**config.mk**
```make
export PLATFORM = sky130hd
export DESIGN_NAME = hazard_track_unit_flat
export DESIGN_NICKNAME = d
export VERILOG_FILES = /design/src/rtl/hazard_track_unit_if.sv /design/src/rtl/hazard_track_unit.sv /design/src/flat_wrapper.sv
export SDC_FILE = /design/constraint.sdc
export NUM_CORES = 1
export LEC_CHECK = 0
export ABC_AREA = 1
export CAP_MARGIN = 30
export CORE_MARGIN = 5
export CORE_UTILIZATION = 40
export DETAILED_ROUTE_END_ITERATION = 8
export GPL_TIMING_DRIVEN = 1
export PLACE_DENSITY = 0.85
export SLEW_MARGIN = 20
export SYNTH_ARGS = -nofsm -noshare
export SYNTH_HDL_FRONTEND = slang
export SYNTH_SLANG_ARGS = --single-unit
```
**constraint.sdc**
```tcl
create_clock -name clk_i -period 4.6 [get_ports clk_i]
set_clock_uncertainty 0.15 [all_clocks]
set_input_delay 0.92 -clock clk_i [delete_from_list [all_inputs] [get_ports clk_i]]
set_output_delay 0.92 -clock clk_i [all_outputs]
set_load 0.03 [all_outputs]
```
**src/rtl/hazard_track_unit_if.sv**
```systemverilog
// ID-stage request fields and hazard/tracking results exchanged with hazard_track_unit.
// The unit drives the slave side; the pipeline control drives the master side.
interface hazard_track_unit_if #(
  parameter int unsigned CNT_W = 32
);
  logic [4:0]       RS1Addr_ID;
  logic [4:0]       RS2Addr_ID;
  logic             Use1_ID;
  logic             Use2_ID;
  logic [4:0]       RDAddr_ID;
  logic             RegWrite_ID;
  logic             MemRead_ID;
  logic             Branch_ID;
  logic             BranchTaken_ID;
  logic [4:0]       RS1Addr_EX;
  logic [4:0]       RS2Addr_EX;
  logic [4:0]       RDAddr_MEM;
  logic             RegWrite_MEM;
  logic [4:0]       RDAddr_WB;
  logic             RegWrite_WB;
  logic             Stall_o;
  logic             Flush_o;
  logic [CNT_W-1:0] StallCnt_o;
  logic [CNT_W-1:0] FlushCnt_o;

  modport master (
    output RS1Addr_ID, RS2Addr_ID, Use1_ID, Use2_ID, RDAddr_ID,
           RegWrite_ID, MemRead_ID, Branch_ID, BranchTaken_ID,
    input  RS1Addr_EX, RS2Addr_EX, RDAddr_MEM, RegWrite_MEM, RDAddr_WB,
           RegWrite_WB, Stall_o, Flush_o, StallCnt_o, FlushCnt_o
  );

  modport slave (
    input  RS1Addr_ID, RS2Addr_ID, Use1_ID, Use2_ID, RDAddr_ID,
           RegWrite_ID, MemRead_ID, Branch_ID, BranchTaken_ID,
    output RS1Addr_EX, RS2Addr_EX, RDAddr_MEM, RegWrite_MEM, RDAddr_WB,
           RegWrite_WB, Stall_o, Flush_o, StallCnt_o, FlushCnt_o
  );
endinterface

```
**src/rtl/hazard_track_unit.sv**
```systemverilog
// ID-stage hazard unit: tracks rd/rs through EX/MEM/WB, stalls on load-use and unready branch operands.
// Define HAZARD_PERF_CNT_EN to add saturating stall/flush counters.
module hazard_track_unit #(
  parameter int unsigned CNT_W = 32
) (
  input  logic                  clk_i,
  input  logic                  rst_i,
  hazard_track_unit_if.slave    bus
);

  logic [4:0] rd_ex, rs1_ex, rs2_ex, rd_mem, rd_wb;
  logic       we_ex, ld_ex, we_mem, ld_mem, we_wb;
  logic       m1_ex, m2_ex, m1_mem, m2_mem;
  logic       h1, h2, h3, stall, flush;

  function automatic logic match(input logic [4:0] rs, input logic used,
                                 input logic [4:0] rd, input logic we);
    return used && we && (rd != 5'd0) && (rd == rs);
  endfunction

  always_comb begin
    m1_ex  = match(bus.RS1Addr_ID, bus.Use1_ID, rd_ex,  we_ex);
    m2_ex  = match(bus.RS2Addr_ID, bus.Use2_ID, rd_ex,  we_ex);
    m1_mem = match(bus.RS1Addr_ID, bus.Use1_ID, rd_mem, we_mem);
    m2_mem = match(bus.RS2Addr_ID, bus.Use2_ID, rd_mem, we_mem);
    h1     = ld_ex && (m1_ex || m2_ex);
    h2     = bus.Branch_ID && !ld_ex && (m1_ex || m2_ex);
    h3     = bus.Branch_ID && ld_mem && (m1_mem || m2_mem);
    stall  = h1 || h2 || h3;
    // Gated by reset so a branch presented during reset cannot raise a flush.
    flush  = rst_i && bus.Branch_ID && bus.BranchTaken_ID && !stall;
  end

  always_ff @(posedge clk_i or negedge rst_i) begin
    if (!rst_i) begin
      rd_ex  <= '0;
      rs1_ex <= '0;
      rs2_ex <= '0;
      we_ex  <= 1'b0;
      ld_ex  <= 1'b0;
      rd_mem <= '0;
      we_mem <= 1'b0;
      ld_mem <= 1'b0;
      rd_wb  <= '0;
      we_wb  <= 1'b0;
    end else begin
      rd_mem <= rd_ex;
      we_mem <= we_ex;
      ld_mem <= ld_ex;
      rd_wb  <= rd_mem;
      we_wb  <= we_mem;
      if (stall) begin
        rd_ex  <= '0;
        rs1_ex <= '0;
        rs2_ex <= '0;
        we_ex  <= 1'b0;
        ld_ex  <= 1'b0;
      end else begin
        rd_ex  <= bus.RDAddr_ID;
        rs1_ex <= bus.Use1_ID ? bus.RS1Addr_ID : 5'd0;
        rs2_ex <= bus.Use2_ID ? bus.RS2Addr_ID : 5'd0;
        we_ex  <= bus.RegWrite_ID;
        ld_ex  <= bus.MemRead_ID;
      end
    end
  end

  assign bus.RS1Addr_EX   = rs1_ex;
  assign bus.RS2Addr_EX   = rs2_ex;
  assign bus.RDAddr_MEM   = rd_mem;
  assign bus.RegWrite_MEM = we_mem;
  assign bus.RDAddr_WB    = rd_wb;
  assign bus.RegWrite_WB  = we_wb;
  assign bus.Stall_o      = stall;
  assign bus.Flush_o      = flush;

`ifdef HAZARD_PERF_CNT_EN
  logic [CNT_W-1:0] stall_cnt, flush_cnt;

  always_ff @(posedge clk_i or negedge rst_i) begin
    if (!rst_i) begin
      stall_cnt <= '0;
      flush_cnt <= '0;
    end else begin
      if (stall && (stall_cnt != '1)) stall_cnt <= stall_cnt + 1'b1;
      if (flush && (flush_cnt != '1)) flush_cnt <= flush_cnt + 1'b1;
    end
  end

  assign bus.StallCnt_o = stall_cnt;
  assign bus.FlushCnt_o = flush_cnt;
`else
  assign bus.StallCnt_o = '0;
  assign bus.FlushCnt_o = '0;
`endif

endmodule
```
**src/flat_wrapper.sv**
```systemverilog
// flat-port wrapper written by rule: the top's interface ports become plain ports
module hazard_track_unit_flat 
#(
  parameter int unsigned CNT_W = 32
)
  (clk_i, rst_i, bus_RS1Addr_ID, bus_RS2Addr_ID, bus_Use1_ID, bus_Use2_ID, bus_RDAddr_ID, bus_RegWrite_ID, bus_MemRead_ID, bus_Branch_ID, bus_BranchTaken_ID, bus_RS1Addr_EX, bus_RS2Addr_EX, bus_RDAddr_MEM, bus_RegWrite_MEM, bus_RDAddr_WB, bus_RegWrite_WB, bus_Stall_o, bus_Flush_o, bus_StallCnt_o, bus_FlushCnt_o);
  hazard_track_unit_if #(.CNT_W(CNT_W)) bus_i ();
  input  logic clk_i;
  input  logic rst_i;
  input wire logic [$bits(bus_i.RS1Addr_ID)-1:0] bus_RS1Addr_ID;
  input wire logic [$bits(bus_i.RS2Addr_ID)-1:0] bus_RS2Addr_ID;
  input wire logic [$bits(bus_i.Use1_ID)-1:0] bus_Use1_ID;
  input wire logic [$bits(bus_i.Use2_ID)-1:0] bus_Use2_ID;
  input wire logic [$bits(bus_i.RDAddr_ID)-1:0] bus_RDAddr_ID;
  input wire logic [$bits(bus_i.RegWrite_ID)-1:0] bus_RegWrite_ID;
  input wire logic [$bits(bus_i.MemRead_ID)-1:0] bus_MemRead_ID;
  input wire logic [$bits(bus_i.Branch_ID)-1:0] bus_Branch_ID;
  input wire logic [$bits(bus_i.BranchTaken_ID)-1:0] bus_BranchTaken_ID;
  output wire logic [$bits(bus_i.RS1Addr_EX)-1:0] bus_RS1Addr_EX;
  output wire logic [$bits(bus_i.RS2Addr_EX)-1:0] bus_RS2Addr_EX;
  output wire logic [$bits(bus_i.RDAddr_MEM)-1:0] bus_RDAddr_MEM;
  output wire logic [$bits(bus_i.RegWrite_MEM)-1:0] bus_RegWrite_MEM;
  output wire logic [$bits(bus_i.RDAddr_WB)-1:0] bus_RDAddr_WB;
  output wire logic [$bits(bus_i.RegWrite_WB)-1:0] bus_RegWrite_WB;
  output wire logic [$bits(bus_i.Stall_o)-1:0] bus_Stall_o;
  output wire logic [$bits(bus_i.Flush_o)-1:0] bus_Flush_o;
  output wire logic [$bits(bus_i.StallCnt_o)-1:0] bus_StallCnt_o;
  output wire logic [$bits(bus_i.FlushCnt_o)-1:0] bus_FlushCnt_o;
  assign bus_i.RS1Addr_ID = bus_RS1Addr_ID;
  assign bus_i.RS2Addr_ID = bus_RS2Addr_ID;
  assign bus_i.Use1_ID = bus_Use1_ID;
  assign bus_i.Use2_ID = bus_Use2_ID;
  assign bus_i.RDAddr_ID = bus_RDAddr_ID;
  assign bus_i.RegWrite_ID = bus_RegWrite_ID;
  assign bus_i.MemRead_ID = bus_MemRead_ID;
  assign bus_i.Branch_ID = bus_Branch_ID;
  assign bus_i.BranchTaken_ID = bus_BranchTaken_ID;
  assign bus_RS1Addr_EX = bus_i.RS1Addr_EX;
  assign bus_RS2Addr_EX = bus_i.RS2Addr_EX;
  assign bus_RDAddr_MEM = bus_i.RDAddr_MEM;
  assign bus_RegWrite_MEM = bus_i.RegWrite_MEM;
  assign bus_RDAddr_WB = bus_i.RDAddr_WB;
  assign bus_RegWrite_WB = bus_i.RegWrite_WB;
  assign bus_Stall_o = bus_i.Stall_o;
  assign bus_Flush_o = bus_i.Flush_o;
  assign bus_StallCnt_o = bus_i.StallCnt_o;
  assign bus_FlushCnt_o = bus_i.FlushCnt_o;
  hazard_track_unit #(.CNT_W(CNT_W)) u_core (.clk_i(clk_i), .rst_i(rst_i), .bus(bus_i));
endmodule
```
==> metrics.txt <==
outcome=finished, final reports clean; vias in the first global route=1319; post-synthesis cell area=1843 µm²; initial core utilization=41.75%; Netlist cell types=15; Finished Layout Cells=350; register bit total from synthesis=30; vias per cell=3.989; Total GRT Usage=13.11%; Die Y=77.88 µm; Worst Hold End=u_core.ld_mem$_DFF_PN0_; vias post-DR=1396; Max FO, Critical Path=19; Synth Instances=246; number of remaining DRC errors=0; CP most frequent cell=nand2_1; fraction of layout cells with a size suffix above 1=3.356%; Post-CTS Setup Repair Bufs=0; CTS root buf=clkbuf_8; Max H-tree Level=2; # rows=24; Avg WL per Cell=11.22 µm; DRT antenna net count=0; TritonCTS clock tree=done; period utilization=88.54%; final wirelength=3927 µm; Layout area overhead=19.21%; Hold Violations, Final=0; CTS Buffer Depth=2; cts bufs inserted=5; P_sw=0.2387 mW; Cell Pwr Density=307.4 nW/µm²; CTS clk-pin slew, worst paths=0.05 ns; Die Width=77.88 µm; FMAX=0.2455 GHz; DIE AREA=6065 µm²; R2R depth=9; max incr delay on CP=0.72 ns; largest cells by area after synthesis=dfrtp_1, buf_4, nand2_1, nor2_1, inv_1; total power draw=0.6754 mW; Crit Path Class=in -> out; HP Class=reg -> reg; hold path depth=0; critical path required time=3.53 ns; GR Layer Usage met3=4.167%; CTS Sinks=30; Worst setup SP type=primary input; crit path DAT=3.00 ns; Seq pwr share=43.2%; met2 usage=22.29%; final setup violation count=0; Slew Viols, Final=0; Clock Power Share=28.4%; routability cong.=0.9210; I/O Buffers=46; M1 GR Usage=14.37%; CP bufs+invs=3; critical-path cell list=clkdlybuf4s50_1, nand2_1, inv_1, nand2_1, nor2_1, nand3_1, nand2_1, nand2_2, nand2_4, clkdlybuf4s50_1; r2r endpoint=u_core.bus.RS1Addr_EX[3]$_DFF_PN0_; register area share after synthesis=40.73%; RSZ-0062 raised after global routing=false; Mean Syn Cell Area=7.492 µm²; worst reg2reg setup slack=3.06 ns; crit path time final=4.073 ns; largest net degree at the start of global routing=31; num ports=111; Net count, final=321; Synthesis Warnings=0; Lkg Pwr=1.254 nW; GRT busiest layer=met2; antenna violations before repair=0; pre-CTS setup slack=0.5275 ns; Reg2Reg Launch Point=u_core.bus.RDAddr_MEM[1]$_DFF_PN0_; grt ovf=0; Initial DRT Pass Iterations=4; CP endpoint kind=output port; PostCTS Resize Cnt=0; placed insts=343; Core Area=4414 µm²; Peak supply drop=0.1052 mV; switch share=35.34%; antenna cells=0; DR iter-0 viols=104; DP HPWL=3172 µm; Synth top area share=40.73%; count of hold buffers inserted by post-cts repair=0; Crit path max-delay family=buffers and inverters; Gate power share=28.4%; max-cap violations=0; Crit-path slowest cell=clkdlybuf4s50_1; Min-Delay Startpoint=u_core.ld_ex$_DFF_PN0_; first-pass GRT wire length=6230 µm; Yosys top cell by area=dfrtp_1; Fin Setup TNS=0 ns; Setup WS post-layout=0.5271 ns; internal power=0.4367 mW; worst skew pair latency=0.28 ns
[sequential cells by signal, indices dropped and copies added, names as in the netlist]
| signal | cells |
|---|---|
| u_core.bus.RDAddr_MEM | 5 |
| u_core.bus.RDAddr_WB | 5 |
| u_core.bus.RS1Addr_EX | 5 |
| u_core.bus.RS2Addr_EX | 5 |
| u_core.rd_ex | 5 |
| u_core.bus.RegWrite_MEM | 1 |
| u_core.bus.RegWrite_WB | 1 |
| u_core.ld_ex | 1 |
| u_core.ld_mem | 1 |
| u_core.we_ex | 1 |
[worst max-delay path by stage]
stage / start / to / slack, ns / depth (start not counted)
2_1_floorplan: bus_RS1Addr_ID[2] / bus_Flush_o / 1.74 / 9
3_3_place_gp: bus_Use1_ID / bus_Stall_o / 0.56 / 10
3_5_place_dp: bus_Use1_ID / bus_Stall_o / 0.53 / 10
4_1_cts: bus_Use1_ID / bus_Stall_o / 0.50 / 10
5_1_grt: bus_Use1_ID / bus_Stall_o / 0.34 / 10
6_report: bus_Use1_ID / bus_Stall_o / 0.53 / 10
[cells in the mapped netlist]
cell     number
nor2_2        1
conb_1        1
nand2_4       1
o21ai_0       1
nand2_1      69
nand4_1       1
nand2_2       2
buf_4        64
buf_6         1
nor3_1        1
inv_1        32
xor2_1        1
nand3_1       7
dfrtp_1      30
nor2_1       34
[placed cells by master, fill, tap and decap left out]
cell and instances:
nand2_1 69, conb_1 64, clkdlybuf4s50_1 46, nor2_1 34
inv_1 32, dfrtp_1 30, nand3_1 7, clkbuf_8 5
nand2_2 2, clkbuf_1 2, xor2_1 1, nor3_1 1
nand4_1 1, o21ai_0 1, nand2_4 1, nor2_2 1
buf_4 1
[power by group through the flow]
stage          Sequential [mW]  Clock (mW)  Combinational (mW)
2_1_floorplan            0.318           0               0.146
3_3_place_gp             0.296           0               0.189
3_5_place_dp             0.296           0               0.191
4_1_cts                  0.292       0.198               0.191
5_1_grt                  0.294       0.209               0.206
6_report                 0.292       0.192               0.192
[through the flow]
step                hold slack [ns]  instance area [µm²]  utilization (%)
global route                 0.2431                 2197            49.77
CTS                          0.2428                 2197            49.77
detailed placement           0.2302                 2121            48.04
global placement             0.2061                 2121            48.04
finish                       0.2297                 2197            49.77
floorplan                    0.1988                 2079                -
[kinds of logic (layout without fill, tap and decap cells)]
family	count (synthesis)	after routing	synth area share (%)
simple gates	116	116	25.12
compound gates	1	1	0.2713
xor+xnor	1	1	0.4753
other cells	1	64	0.2035
flops	30	30	40.73
buf+inv	97	86	33.20
[final cells by class]
class	instances	area, µm²
clock buffers	7	76.32
fillers	442	2217
inverters	32	120.1
multi-input cells	182	716.9
flip-flops and latches	30	750.7
well taps	52	65.06
repair buffers	47	467.9
[layer usage]
metal	vias to the layer above	wire length, µm
met3	12	436
met1	614	1414
met5	-	0
met2	77	1958
li1	693	-
met4	0	118
Power figures use the tool's default switching activity.
